`config.mk`:
```
export PLATFORM = sky130hd
export DESIGN_NAME = axis_read_sched
export DESIGN_NICKNAME = d
export VERILOG_FILES = /design/src/rtl/axis_read_sched.sv
export SDC_FILE = /design/constraint.sdc
export NUM_CORES = 1
export LEC_CHECK = 0
export ABC_AREA = 1
export BUFFER_PORTS_ARGS = -buffer_cell sky130_fd_sc_hd__buf_4
export CAP_MARGIN = 20
export CELL_PAD_IN_SITES_DETAIL_PLACEMENT = 1
export CELL_PAD_IN_SITES_GLOBAL_PLACEMENT = 1
export CORE_MARGIN = 1.5
export CORE_UTILIZATION = 36
export DETAILED_ROUTE_END_ITERATION = 10
export PLACE_DENSITY = 0.82
export SLEW_MARGIN = 5
export SYNTH_ARGS = -nofsm -noshare
export SYNTH_HDL_FRONTEND = slang
export SYNTH_SLANG_ARGS = --single-unit
export TNS_END_PERCENT = 50
```
`constraint.sdc`:
```
create_clock -name clk -period 4.17 [get_ports clk]
set_input_delay 1.251 -clock clk [delete_from_list [all_inputs] [get_ports clk]]
set_output_delay 1.251 -clock clk [all_outputs]
set_load 0.01 [all_outputs]
```
`src/rtl/axis_read_sched.sv`:
```
// axis_read_sched: read-side scheduler in front of the AXI read data handler.
// Accepts one stream request at a time. It passes the stream length to the
// read data block, then splits the transfer into AR bursts while keeping the
// number of bursts in flight bounded.
// Optional build macro: AXIS_READ_SCHED_4K_EN. When it is defined, bursts are
// also clipped so that none of them crosses a 4 KB boundary.
module axis_read_sched #(
  parameter int CFG_DWIDTH      = 32,
  parameter int AXI_ADDR_WIDTH  = 32,
  parameter int AXI_DATA_WIDTH  = 64,
  parameter int WIDTH_RATIO     = 2,
  parameter int BURST_MAX       = 16,
  parameter int OUTSTANDING_MAX = 4
) (
  input  logic                      clk,
  input  logic                      rst,
  input  logic [CFG_DWIDTH-1:0]     cfg_address,
  input  logic [CFG_DWIDTH-1:0]     cfg_length,
  input  logic                      cfg_val,
  output logic                      cfg_rdy,
  output logic [CFG_DWIDTH-1:0]     data_cfg_length,
  output logic                      data_cfg_val,
  input  logic                      data_cfg_rdy,
  output logic [AXI_ADDR_WIDTH-1:0] axi_araddr,
  output logic [7:0]                axi_arlen,
  output logic                      axi_arvalid,
  input  logic                      axi_arready,
  input  logic                      axi_rlast,
  input  logic                      axi_rvalid,
  input  logic                      axi_rready
);

  localparam int BYTES       = AXI_DATA_WIDTH / 8;
  localparam int BYTE_SHIFT  = $clog2(BYTES);
  localparam int RATIO_SHIFT = $clog2(WIDTH_RATIO);
  localparam int REM_W       = CFG_DWIDTH + 1;
  localparam int CNT_W       = $clog2(OUTSTANDING_MAX + 1);

  localparam logic [REM_W-1:0] RATIO_ROUND = REM_W'(WIDTH_RATIO - 1);
  localparam logic [REM_W-1:0] BURST_LIM   = REM_W'(BURST_MAX);
  localparam logic [CNT_W-1:0] OUT_LIM     = CNT_W'(OUTSTANDING_MAX);

  typedef enum logic [2:0] {
    IDLE  = 3'b001,
    DCFG  = 3'b010,
    ISSUE = 3'b100
  } state_t;

  state_t                    state;
  logic [REM_W-1:0]          beats_rem;
  logic [CNT_W-1:0]          outstanding;
  logic [CNT_W-1:0]          outstanding_next;
  logic                      ar_hs;
  logic                      rlast_hs;
  logic                      cfg_hs;
  logic [8:0]                burst_cur;
  logic [8:0]                burst_load;
  logic [8:0]                burst_next;
  logic [AXI_ADDR_WIDTH-1:0] addr_req;
  logic [AXI_ADDR_WIDTH-1:0] addr_next;
  logic [REM_W-1:0]          beats_req;
  logic [REM_W-1:0]          rem_next;

`ifdef AXIS_READ_SCHED_4K_EN
  // Burst size limited by remaining beats, BURST_MAX and room left in the 4 KB page.
  function automatic logic [8:0] burst_of(input logic [11:0] page_off,
                                          input logic [REM_W-1:0] rem);
    logic [8:0]  b;
    logic [12:0] room;
    b    = (rem > BURST_LIM) ? 9'(BURST_MAX) : rem[8:0];
    room = (13'd4096 - {1'b0, page_off}) >> BYTE_SHIFT;
    if (room < {4'd0, b}) b = room[8:0];
    return b;
  endfunction
`else
  // Burst size limited by remaining beats and BURST_MAX.
  function automatic logic [8:0] burst_of(input logic [REM_W-1:0] rem);
    return (rem > BURST_LIM) ? 9'(BURST_MAX) : rem[8:0];
  endfunction
`endif

  // NOTE: cfg_rdy is a pure decode of the one-hot state register, so no extra flop is needed.
  assign cfg_rdy = (state == IDLE);

  // Handshake decode, the next burst after an AR handshake, and the outstanding counter update.
  always_comb begin
    // NOTE: every always_comb output gets a default first so that no path infers a latch.
    outstanding_next = outstanding;
    ar_hs            = axi_arvalid && axi_arready;
    rlast_hs         = axi_rvalid && axi_rready && axi_rlast;
    cfg_hs           = cfg_val && cfg_rdy;
    burst_cur        = {1'b0, axi_arlen} + 9'd1;
    addr_next        = axi_araddr + (AXI_ADDR_WIDTH'(burst_cur) << BYTE_SHIFT);
    rem_next         = beats_rem - REM_W'(burst_cur);
    beats_req        = ({1'b0, cfg_length} + RATIO_ROUND) >> RATIO_SHIFT;
    addr_req         = AXI_ADDR_WIDTH'(cfg_address);
    // An rlast that arrives while the counter is 0 has no burst to retire and is dropped.
    unique case ({ar_hs, rlast_hs && (outstanding != '0)})
      2'b10:   outstanding_next = outstanding + CNT_W'(1);
      2'b01:   outstanding_next = outstanding - CNT_W'(1);
      default: outstanding_next = outstanding;
    endcase
`ifdef AXIS_READ_SCHED_4K_EN
    burst_load = burst_of(addr_req[11:0], beats_req);
    burst_next = burst_of(addr_next[11:0], rem_next);
`else
    burst_load = burst_of(beats_req);
    burst_next = burst_of(rem_next);
`endif
  end

  // Request FSM with registered data_cfg and AR channel outputs.
  always_ff @(posedge clk or posedge rst) begin
    if (rst) begin
      state           <= IDLE;
      beats_rem       <= '0;
      outstanding     <= '0;
      data_cfg_length <= '0;
      data_cfg_val    <= 1'b0;
      axi_araddr      <= '0;
      axi_arlen       <= '0;
      axi_arvalid     <= 1'b0;
    end else begin
      // NOTE: sequential state uses non-blocking assignments so every flop samples pre-edge values.
      outstanding <= outstanding_next;
      unique case (state)
        IDLE: begin
          // A zero-length request is consumed without producing any work.
          if (cfg_hs && (cfg_length != '0)) begin
            axi_araddr      <= addr_req;
            axi_arlen       <= 8'(burst_load - 9'd1);
            beats_rem       <= beats_req;
            data_cfg_length <= cfg_length;
            data_cfg_val    <= 1'b1;
            state           <= DCFG;
          end
        end
        DCFG: begin
          if (data_cfg_rdy) begin
            data_cfg_val <= 1'b0;
            axi_arvalid  <= (outstanding_next < OUT_LIM);
            state        <= ISSUE;
          end
        end
        ISSUE: begin
          if (ar_hs) begin
            axi_araddr <= addr_next;
            beats_rem  <= rem_next;
            if (rem_next == '0) begin
              axi_arvalid <= 1'b0;
              state       <= IDLE;
            end else begin
              axi_arlen   <= 8'(burst_next - 9'd1);
              axi_arvalid <= (outstanding_next < OUT_LIM);
            end
          end else if (!axi_arvalid) begin
            // An asserted arvalid is never withdrawn. It is only raised when there is room for another burst.
            axi_arvalid <= (outstanding_next < OUT_LIM);
          end
        end
        default: state <= IDLE;
      endcase
    end
  end

endmodule

```
==> flow_summary.ini, run 1 <==
[yosys]
netlist_area_um2 = 8660
synthTopCellsByArea = dfrtp_1, nand2_1, nor2_1
syn-num-nets = 1452
ys_warn_count = 0
avgSynthCellArea_um2 = 6.39
ys_ff_latch = 113
synth_area_leader_cell = dfrtp_1
synth_cell_type_count = 40
yosys.area.top_type_share_pct = 32.4
synth-seq-area-share_pct = 32.7
synthCells = 1354

[timing]
max_freq_ghz = 0.250
finalSetupViolCount = 0
fin_hold_ws_ns = 0.485
fin_tns_setup_ns = 0
final_max_slew_viol_count = 0
hold_viol = 0
period_minus_slack_ns = 4.00
setup_slack_ns = 0.166
slew_headroom_pct = 38.4
finalCritPeriodShare_pct = 96.0
tightest_slew_ns = 0.924
skew_ns = 0.0118

[global_routing]
grt_usage_pct = 26.8
grt_pass1_wl_um = 52200
grt_max_degree = 101
grt_pass1_vias = 9952
antenna_found_initial = 1
grt_overflow = 0

[place]
dp_hpwl_um = 25400
portBuffers = 146
place_congestion = 0.929
place_area_um2 = 10100
place_ws_ns = -0.0304
dp_cells = 1794

[cells_and_area]
fin_cells = 1834
n_antenna_cell = 0
fin_area_um2 = 10900
nNetsFinal = 1600
drive_gt1_share_pct = 18.2
area_growth_syn_to_layout_pct = 26.4

[floorplanning]
floorplan.die.height_um = 158
core_um2 = 23500
die_width_um = 158
pin_count = 147
initial_core_util_pct = 36.8
dieArea_um2 = 25000
rows = 56

[drt]
drc = 0
drt-total-wl_um = 32900
wl_per_cell_um = 17.9
drtIter0Drc = 621
viasPerCell = 5.33
ant_nets = 0
dr.pass1.iters = 5
vias = 9784

[setup_path]
critPathRequiredTime_ns = 4.49
worstPathArrival_ns = 4.32
start_kind = flop
rrSetupSlack_ns = 0.17
end_kind = flop
path_class = flop to flop
crit_fanout = 5

[clock_network]
hold_buffers = 0
clock_sinks = 113
cts_buffers = 17
h-tree-depth = 4
cts_root_buf = clkbuf_16
cts_tree = built
cts_max_path_buffers = 2
clk_transition_reported_paths_ns = 0.06
clk_latency_ns = 0.43

[pwr]
ir_drop_v = 0.000327
powerDensity_nw_per_um2 = 822
power_leakage_nw = 5.31

[hold_path]
min_path_type = flop to flop

[outcome]
status = complete, no violations

[job]
cap_viol_max_count = 0
==> worst paths after layout <==
kind	from	endpoint	depth (start not counted)
max in group asynchronous	rst	beats_rem[32]	3
max	axi_arlen[0]	axi_arlen[4]	26
min reg2reg	data_cfg_length[6]	data_cfg_length[6]	2
min	data_cfg_length[6]	data_cfg_length[6]	2
min in group asynchronous	rst	data_cfg_length[17]	2
max reg2reg	axi_arlen[0]	axi_arlen[4]	26
==> state kept, by name, indices dropped and copies added (netlist names) <==
signal	flops
state	3
axi_araddr	32
outstanding	3
beats_rem	33
axi_arlen	8
axi_arvalid	1
data_cfg_length	32
data_cfg_val	1
==> area by class of cell <==
type | count | area, µm²
clock inverters | 9 | 108
fillers | 3153 | 12600
inverters | 171 | 646
flip-flops and latches | 113 | 2830
well taps | 319 | 399
clock buffers | 23 | 468
repair buffers | 163 | 1250
multi-input cells | 1036 | 5240
==> stage by stage <==
| stage | power [mW] | utilization [%] |
|---|---|---|
| finish | 8.99 | 46.5 |
| global route | 9.75 | 46.5 |
| CTS | 8.70 | 45.5 |
| detailed placement | 7.18 | 43.0 |
| global placement | 6.98 | 43.0 |
| floorplan | 5.32 | - |
==> synthesized netlist by cell type, drive strengths merged <==
cell and number:
o21ai 123, a21boi 1, or2 6, nand3 88
inv 171, nor2 210, o221ai 2, nor4 4
o31ai 1, dfstp 1, nand2 399, a32o 1
clkbuf 31, o211ai 6, o21a 2, nor3 17
mux2 6, and2 1, nand4 32, o22ai 22
buf 4, ha 23, fa 3, xor2 29
a21o 1, nand3b 5, xnor2 6, a31oi 10
o21bai 1, dfrtp 112, a21oi 36
==> per-layer routing <==
metal	global-route usage [%]	share of wire, %
met4	9.48	3.1
met5	0	0.040
met2	42.5	46
met3	5.09	5.7
met1	36.5	45
==> kinds of logic (layout without fill, tap and decap cells) <==
group | Yosys count | count (layout) | share of synthesized area [%]
compound gates | 206 | 206 | 13.1
xor+xnor | 35 | 35 | 3.54
fa+ha+maj | 26 | 26 | 4.02
buf+inv | 206 | 366 | 9.05
flops | 113 | 113 | 32.7
mux | 6 | 6 | 0.781
simple gates | 762 | 763 | 36.8
==> placed cells by master (no fill, tap or decap), types with 5 or more instances in the layout <==
cell,instances
nand2_1,385
nor2_1,189
buf_4,161
inv_1,159
o21ai_0,116
dfrtp_1,111
nand3_1,80
a21oi_1,33
nand4_1,32
xor2_1,25
o22ai_1,22
ha_1,18
clkbuf_16,17
nor3_1,16
nor2_2,16
nand2_2,11
inv_2,11
a31oi_1,10
nand3_2,8
xnor2_1,6
o211ai_1,6
o21ai_1,6
or2_2,6
mux2_2,6
nand3b_1,5
nor2_4,5
==> what timing repair did <==
item | in CTS | in global routing
pin swaps | 0 | 6
gates cloned | 0 | 1
resized for setup | 2 | 41
buffers inserted | 0 | 7
endpoints found under the setup margin | 3 | 8
==> power by group <==
group	switching [mW]	internal (mW)
clock network	0.559	0.909
registers	0.499	1.63
logic	3.44	1.95
total	4.50	4.49
==> worst max-delay path, cell delays in order, from the launching register on <==
cell and delay (ns):
dfrtp_1 0.39, inv_1 0.12, nor2_2 0.17, nand3_2 0.12, nand3b_1 0.24, xor2_2 0.24, ha_4 0.32, nand2_1 0.12
nor2_2 0.22, nand2_1 0.10, nor2_1 0.12, nand2_1 0.07, nand3_1 0.07, nand2_1 0.13, nor2_2 0.20, nand4_1 0.17
nor2_4 0.17, nand3_1 0.10, nand2_1 0.09, inv_1 0.07, ha_1 0.20, nand3_2 0.11, inv_1 0.04, nand2_1 0.05
nand2_1 0.06, nor2_1 0.13, nor2_1 0.05
(Power assumes the default switching activity.)
==> run 2, diff against run 1 <==
BUFFER_PORTS_ARGS = -buffer_cell sky130_fd_sc_hd__buf_2   (was -buffer_cell sky130_fd_sc_hd__buf_4)
RECOVER_POWER = 50   (was not set)
==> run 2 against run 1 <==
- the run now ends with max-capacitance violations, max-slew violations left
- sequential power hardly changed
- first-iteration DRC count grew 12%
- setup slack gained 0.048 ns
- global-route usage grew 0.34 points
- total power barely moved
- via count rose by 0.38%
- largest cell class unchanged
==> flow_summary.ini, run 2 (synthesized netlist as in run 1, its figures left out) <==
[timing]
hold_viol = 0
finalSetupViolCount = 0
finalCritPeriodShare_pct = 94.9
final_max_slew_viol_count = 106
period_minus_slack_ns = 3.96
fin_tns_setup_ns = 0
tightest_slew_ns = 2.39
fin_hold_ws_ns = 0.493
skew_ns = 0.0131
max_freq_ghz = 0.253
setup_slack_ns = 0.214
slew_headroom_pct = -59.3

[cells_and_area]
mostFrequentLayoutCell = nand2_1
largest_reg_flops = 33
drive_gt1_share_pct = 15.9
n_antenna_cell = 0
fin_util_pct = 44.9
area_growth_syn_to_layout_pct = 22.1
top_register = beats_rem
final_cell_mix = nand2_1, nor2_1, inv_1, o21ai_0, dfrtp_1
nNetsFinal = 1602
top_regs = beats_rem x33, axi_araddr x32, data_cfg_length x32
fin_cells = 1836

[pwr]
powerDensity_nw_per_um2 = 850
ir_drop_v = 0.000331
power_leakage_nw = 5.11

[clock_network]
clk_latency_ns = 0.43
hold_buffers = 0
clk_transition_reported_paths_ns = 0.06
h-tree-depth = 4
cts_max_path_buffers = 2
cts_buffers = 17
cts_root_buf = clkbuf_16
clock_sinks = 113
cts_tree = built

[drt]
viasPerCell = 5.35
vias = 9821
ant_nets = 0
drtIter0Drc = 696
wl_per_cell_um = 18.5
drc = 0
drt-total-wl_um = 34000
dr.pass1.iters = 5

[setup_path]
start_kind = flop
cp_slowest_cell = dfrtp_2
crit_top_cell = nand2_1
cpPeakStageDelay_ns = 0.41
crit_fanout = 5
worstPathArrival_ns = 4.26
path_class = flop to flop
end_kind = flop
critPathRequiredTime_ns = 4.47

[outcome]
violations = max-capacitance violations, max-slew violations
status = finished, violations left

[place]
dp_cells = 1796
place_congestion = 0.918
dp_hpwl_um = 25800
portBuffers = 146
place_ws_ns = -0.00217

[floorplanning]
rows = 56
initial_core_util_pct = 36.8
dieArea_um2 = 25000
pin_count = 147
core_um2 = 23500
floorplan.die.height_um = 158
die_width_um = 158

[global_routing]
grt_pass1_wl_um = 52700
antenna_found_initial = 0
grt_overflow = 0
grt_max_degree = 69
grt_pass1_vias = 9994
grt_usage_pct = 27.2

[hold_path]
min_path_type = flop to flop

[job]
cap_viol_max_count = 2
-- run 2: cell count changes in the layout (fill, tap and decap cells not counted), sizes merged --
cell / delta
clkbuf: +35
buf: -36
inv: +1
clkinvlp: +2
clkinv: -2
bufinv: +2
-- run 2: per-layer routing --
metal	global-route usage (%)	wire length, µm	up-vias
met5	0	0	-
met2	45.0	16200	324
li1	-	-	4674
met4	8.28	869	0
met1	36.0	15000	4760
met3	4.93	1910	63
-- run 2: cell type report --
class                           instances  area [µm²]
Multi-Input combinational cell       1036        5230
Timing Repair Buffer                  165         835
Sequential cell                       113        2830
Fill cell                            3203       13000
Inverter                              171         643
Tap cell                              319         399
Clock inverter                         12         181
Clock buffer                           20         457
-- run 2: worst paths after layout --
path / cells past startpoint / from / slack, ns / endpoint
min: 2 / data_cfg_length[7] / 0.49 / data_cfg_length[7]
max: 30 / axi_arlen[2] / 0.21 / axi_arlen[4]
max reg2reg: 30 / axi_arlen[2] / 0.21 / axi_arlen[4]
min reg2reg: 2 / data_cfg_length[7] / 0.49 / data_cfg_length[7]
max in group asynchronous: 3 / rst / 0.76 / axi_arlen[1]
min in group asynchronous: 2 / rst / 0.82 / data_cfg_length[17]
-- run 2: critical path: cells and delay by family, from the launching register on --
family                   cells  cell delay [ns]
buffers and inverters        4             0.29
AND/OR/NAND/NOR             23             2.39
adder cells (fa/ha/maj)      2             0.53
XOR/XNOR                     1             0.23
flip-flops                   1             0.41
-- run 2: timing repair --
action                                  in CTS  in global routing
gates resized for setup                      1                 40
pin swaps                                    0                  9
setup buffers                                0                  7
gates cloned                                 0                  1
endpoints found under the setup margin       2                  8
-- run 2: per-stage QoR --
| step | power [mW] | area [µm²] |
|---|---|---|
| global route | 9.67 | 10600 |
| finish | 8.98 | 10600 |
| detailed placement | 6.99 | 9770 |
| global placement | 6.79 | 9770 |
| floorplan | 5.32 | 8660 |
| CTS | 8.69 | 10400 |
-- run 2: where the power goes --
group	switching (mW)	leakage, nW	internal [mW]
Clock	0.584	0.299	1.03
Sequential	0.492	1.37	1.63
Combinational	3.53	3.44	1.70
Total	4.61	5.11	4.37
